==> config.mk <==
export PLATFORM = sky130hd
export DESIGN_NAME = z80_fetch_decode
export DESIGN_NICKNAME = d
export VERILOG_FILES = /design/src/rtl/z80_pkg.sv /design/src/rtl/z80_ilen.sv /design/src/rtl/z80_fetch_decode.sv
export SDC_FILE = /design/constraint.sdc
export NUM_CORES = 1
export LEC_CHECK = 0
export CORE_ASPECT_RATIO = 0.6
export CORE_UTILIZATION = 30
export DETAILED_ROUTE_END_ITERATION = 16
export HOLD_SLACK_MARGIN = 0.08
export PLACE_DENSITY = 0.56
export SLEW_MARGIN = 25
export SYNTH_ARGS = -nofsm -noshare
export SYNTH_HDL_FRONTEND = slang
export SYNTH_SLANG_ARGS = --single-unit
==> constraint.sdc <==
create_clock -name CLK -period 15.02 [get_ports CLK]
set_input_delay 1.502 -clock CLK [delete_from_list [all_inputs] [get_ports CLK]]
set_output_delay 1.502 -clock CLK [all_outputs]
set_load 0.005 [all_outputs]
==> src/rtl/z80_pkg.sv <==
// Shared Z80 fetch/decode definitions: prefix bytes, fetch FSM states and
// opcode-length helpers used by the length decoder and the disassembler.
package z80_pkg;

  localparam logic [7:0] PFX_CB = 8'hCB;
  localparam logic [7:0] PFX_ED = 8'hED;
  localparam logic [7:0] PFX_DD = 8'hDD;
  localparam logic [7:0] PFX_FD = 8'hFD;
  localparam int MAX_ILEN = 4;

  typedef enum logic [1:0] {
    IDLE,
    REQ,
    DISCARD
  } fetch_state_t;

  function automatic logic [2:0] base_len(input logic [7:0] op);
    case (op)
      8'h06, 8'h0E, 8'h16, 8'h1E, 8'h26, 8'h2E, 8'h36, 8'h3E,
      8'hC6, 8'hCE, 8'hD6, 8'hDE, 8'hE6, 8'hEE, 8'hF6, 8'hFE,
      8'hD3, 8'hDB, 8'h10, 8'h18, 8'h20, 8'h28, 8'h30, 8'h38:
        base_len = 3'd2;
      8'h01, 8'h11, 8'h21, 8'h31, 8'h22, 8'h2A, 8'h32, 8'h3A,
      8'hC2, 8'hC3, 8'hC4, 8'hCA, 8'hCC, 8'hCD, 8'hD2, 8'hD4,
      8'hDA, 8'hDC, 8'hE2, 8'hE4, 8'hEA, 8'hEC, 8'hF2, 8'hF4,
      8'hFA, 8'hFC:
        base_len = 3'd3;
      default:
        base_len = 3'd1;
    endcase
  endfunction

  // Opcodes that gain a displacement byte when IX/IY replaces (HL).
  function automatic logic is_hl_mem(input logic [7:0] op);
    case (op)
      8'h34, 8'h35, 8'h36, 8'h46, 8'h4E, 8'h56, 8'h5E, 8'h66, 8'h6E,
      8'h70, 8'h71, 8'h72, 8'h73, 8'h74, 8'h75, 8'h77, 8'h7E,
      8'h86, 8'h8E, 8'h96, 8'h9E, 8'hA6, 8'hAE, 8'hB6, 8'hBE:
        is_hl_mem = 1'b1;
      default:
        is_hl_mem = 1'b0;
    endcase
  endfunction

endpackage

==> src/rtl/z80_ilen.sv <==
// Combinational Z80 instruction-length decoder: len from the first two bytes,
// need = how many bytes must be present before len is meaningful.
module z80_ilen
  import z80_pkg::*;
(
  input  logic [7:0] q0,
  input  logic [7:0] q1,
  output logic [2:0] len,
  output logic [1:0] need
);

  logic [3:0] ix_len;

  always_comb begin
    len    = base_len(q0);
    need   = 2'd1;
    ix_len = '0;
    case (q0)
      PFX_CB: begin
        len  = 3'd2;
        need = 2'd2;
      end
      PFX_ED: begin
        need = 2'd2;
        len  = (q1 inside {8'h43, 8'h4B, 8'h53, 8'h5B, 8'h63, 8'h6B, 8'h73, 8'h7B})
               ? 3'd4 : 3'd2;
      end
      PFX_DD, PFX_FD: begin
        need = 2'd2;
        if (q1 == PFX_CB) begin
          len = 3'(MAX_ILEN);
        end else begin
          ix_len = 4'd1 + {1'b0, base_len(q1)} + {3'b000, is_hl_mem(q1)};
          len    = (ix_len > 4'(MAX_ILEN)) ? 3'(MAX_ILEN) : ix_len[2:0];
        end
      end
      default: ;
    endcase
  end

endmodule

==> src/rtl/z80_fetch_decode.sv <==
// Byte-wide Z80 fetch unit: prefetch queue fed one byte per memory request,
// presents one whole instruction per cycle and flushes on a taken branch.
module z80_fetch_decode
  import z80_pkg::*;
#(
  parameter int QDEPTH = 4,
  parameter int AW     = 16
) (
  input  logic          CLK,
  input  logic          RST,
  input  logic [AW-1:0] archPC,
  input  logic          PCupdate,
  input  logic          ex_stall,
  output logic          mem_req,
  output logic [AW-1:0] mem_addr,
  input  logic          mem_ack,
  input  logic [7:0]    mem_rdata,
  output logic [31:0]   instr,
  output logic          instr_valid,
  output logic [2:0]    PC_disp,
  output logic          pipe_stall
);

  localparam int CW = $clog2(QDEPTH + 1);

  logic [QDEPTH*8-1:0] qbuf, qbuf_nxt;
  logic [CW-1:0]       count, count_nxt, consumed;
  logic [AW-1:0]       addr_nxt;
  fetch_state_t        state, state_nxt;
  logic [2:0]          len;
  logic [1:0]          need;
  logic                consume, redirect, append, discard;

  z80_ilen u_ilen (
    .q0   (qbuf[7:0]),
    .q1   (qbuf[15:8]),
    .len  (len),
    .need (need)
  );

  assign instr_valid = (count >= CW'(need)) && (count >= CW'(len));
  assign pipe_stall  = ex_stall | ~instr_valid;
  assign PC_disp     = instr_valid ? len : 3'd0;
  assign consume     = instr_valid & ~ex_stall;
  assign redirect    = PCupdate & ~pipe_stall;
  assign consumed    = consume ? CW'(len) : '0;
  assign mem_req     = (state != IDLE);
  assign discard     = (state == DISCARD);
  // A redirect in the ack cycle empties the queue, so that byte is dropped too.
  assign append      = mem_ack & mem_req & ~discard & ~redirect;

  always_comb begin
    instr = '0;
    for (int i = 0; i < MAX_ILEN; i++) begin
      if (instr_valid && (i < int'(len))) instr[i*8 +: 8] = qbuf[i*8 +: 8];
    end
  end

  always_comb begin
    qbuf_nxt  = qbuf >> {consumed, 3'b000};
    count_nxt = count - consumed;
    if (append) begin
      qbuf_nxt[int'(count_nxt)*8 +: 8] = mem_rdata;
      count_nxt = count_nxt + 1'b1;
    end
    if (redirect) count_nxt = '0;
  end

  // Request FSM: one byte in flight; archPC+count is invariant under consume.
  always_comb begin
    state_nxt = state;
    addr_nxt  = mem_addr;
    case (state)
      IDLE: begin
        if (!redirect && (count < CW'(QDEPTH))) begin
          state_nxt = REQ;
          addr_nxt  = archPC + AW'(count);
        end
      end
      REQ: begin
        if (mem_ack)       state_nxt = IDLE;
        else if (redirect) state_nxt = DISCARD;
      end
      DISCARD: begin
        if (mem_ack) state_nxt = IDLE;
      end
      default: state_nxt = IDLE;
    endcase
  end

  always_ff @(posedge CLK) begin
    if (RST) begin
      state    <= IDLE;
      count    <= '0;
      mem_addr <= '0;
    end else begin
      state    <= state_nxt;
      count    <= count_nxt;
      mem_addr <= addr_nxt;
    end
  end

  always_ff @(posedge CLK) begin
    qbuf <= qbuf_nxt;
  end

endmodule

==> flow_metrics.tcl <==
set metrics [dict create \
    outcome "finished, final reports clean" \
    seq_power_share 0.275 \
    rsz0062_at_grt "no" \
    worstSkewPairLatency_ns 0.30 \
    cts_tree "built" \
    skew_ns 0.0146 \
    drv_slew 0 \
    p_leak_uw 0.00183 \
    swShare 0.460 \
    viasPerCell 5.27 \
    internal-power_uw 540 \
    ys_types 66 \
    synthTopCellsByCount "dfxtp_1, nand2_1, nor2_1" \
    io_buffers 82 \
    drt-initial-drc-count 474 \
    grtUsageTotal 0.191 \
    h-tree-depth 2 \
    worstMarginPinSlew_ns 0.808 \
    synth_edf_count 0 \
    critical_path_arrival_ns 8.00 \
    yosysTopAreaCell "dfxtp_1" \
    routed_wl_um 12300 \
    yosysTopAreaCellShare 0.282 \
    route.detailed.drc 0 \
    floorplan.die.height_um 88.7 \
    io_pins 83 \
    setup_tns_ns 0 \
    peakVddDrop_v 0.0000722 \
    area_growth_pct 28.1 \
    synth_cells 461 \
    cp-end-kind "flop" \
    synth_most_common_cell "dfxtp_1" \
    rows 31 \
    die-area_um2 13000 \
    postCtsSetupBuffers 0 \
    crit_slowest_cell "nand2_1" \
    clock-sinks 53 \
    ctsLongestPathBuffers 2 \
    critPathMostFrequentCell "ha_1" \
    cts_resized 0 \
    finalCriticalPeriod_ns 7.80 \
    synthesis.area_um2 3760 \
    power_density_nw_per_um2 208 \
    synth.area.top_cells "dfxtp_1, and2_1, nand2_1" \
    drive_above_1_share 0.0746 \
    syn_nets 506 \
    final_area_um2 4820 \
    grt_pass1_wl_um 19000 \
    cp.required_ns 15.22 \
    p_comb_frac 0.589 \
    critPathKind "reg2reg" \
    antenna_found_initial 0 \
    yosysWarningCount 0 \
    cts_inserted_buffers 5 \
    syn_area_per_cell_um2 8.16 \
    fin_nets 567 \
    power_uw 1000 \
    cts_hold_buf 0 \
    grt_max_degree 30 \
    routedWlPerCell_um 17.9 \
    grt_pass1_vias 3385 \
    yosysSeqAreaShare 0.282 \
    r2r-start "qbuf[10]$_DFF_P_" \
    path_max_fanout 21 \
    max-cap-violations 0 \
    crit_start "qbuf[10]$_DFF_P_" \
    postSynth.topFlopCell "dfxtp_1" \
    cp_slowest_stage_delay_ns 0.65 \
    switchingPower_uw 461 \
    core_area_um2 12100 \
    path_buf_inv 2 \
    slew_headroom 0.459 \
    hpwlAfterDp_um 9330 \
    fmax_mhz 128 \
    vias 3627 \
    worstHoldStart "qbuf[31]$_DFF_P_" \
    clkTransAtPathRegs_ns 0.08 \
    clockPowerShare 0.136 \
    path_delay_family "simple AND/OR/NAND/NOR gates" \
    hold_viol_final 0 \
    firstDrtPassIters 5 \
    start_util 0.310 \
    antennaDiodeCount 0 \
    async_flop_share 0 \
    cts_root_buf "clkbuf_16" \
    crit_path_start_kind "flop" \
    ant_nets 0 \
    die_w_um 147 \
    gp_congestion 0.882 \
    gr-total-overflow 0 \
    hold_path_class "reg2reg" \
    placed_cell_area_um2 4650 \
    fin_util 0.397 \
    fin_crit_sh 0.520 \
    final-setup-viol-count 0 \
    synth-seq-cells 53 \
]
[layer usage]
layer	GRT usage	vias up	wire length, um
li1	-	1761	-
met1	0.292	1692	6520
met2	0.260	154	4550
met3	0.0490	20	1080
met4	0.0426	0	136
met5	0	-	0
[per-stage QoR]
stage,setup WS (ns),hold WS (ns),std cells
2_1_floorplan,9.00,0.445,461
3_3_place_gp,7.85,0.479,680
3_5_place_dp,7.40,0.480,680
4_1_cts,7.34,0.490,688
5_1_grt,6.55,0.516,688
6_report,7.22,0.487,688
[state kept, by name (all words and copies together), names as in the netlist]
register	cells
state	2
mem_addr	16
count	3
qbuf	32
[layout make-up]
type / count / area, um2
fillers: 1222 / 7320
multi-input cells: 361 / 2480
flip-flops and latches: 53 / 1060
repair buffers: 84 / 836
well taps: 165 / 206
clock buffers: 5 / 125
inverters: 17 / 63.8
clock inverters: 3 / 43.8
[cells in the final DEF (no fill, tap or decap), types with 11 or more instances in the layout]
master,count
xnor2_1,11
o21ai_0,14
clkdlybuf4s50_1,82
nand3_1,21
ha_1,14
dfxtp_1,53
nor2_1,41
o21ai_1,15
a211oi_1,14
nand2_1,52
inv_1,15
mux2i_1,19
and2_1,32
[power by group through the flow]
stage          combinational [uW]  sequential [uW]  clock (uW)
3_5_place_dp                  582              277           0
6_report                      590              275         136
5_1_grt                       647              284         145
4_1_cts                       585              274         138
2_1_floorplan                 429              234           0
3_3_place_gp                  565              275           0
[logic make-up after synthesis]
logic type	synth area share
AOI/OAI and AO/OA	0.203
and+or+nand+nor	0.297
xor gates and xnor gates	0.0466
adders and majority gates	0.0572
DFF	0.282
buffers and inverters	0.0612
muxes	0.0535
[worst min-delay path, cell delays in order (launching register included)]
cell     delay [ns]
dfxtp_1        0.34
nand2_1        0.06
o21ai_1        0.05
[final timing paths]
kind                                    endpoint  slack [ns]  cells past startpoint
worst max-delay path             qbuf[3]$_DFF_P_        7.22                     28
worst min-delay path            qbuf[31]$_DFF_P_        0.49                      2
worst max register to register   qbuf[3]$_DFF_P_        7.22                     28
worst min register to register  qbuf[31]$_DFF_P_        0.49                      2
No activity file was read; power rests on OpenSTA's default activity.
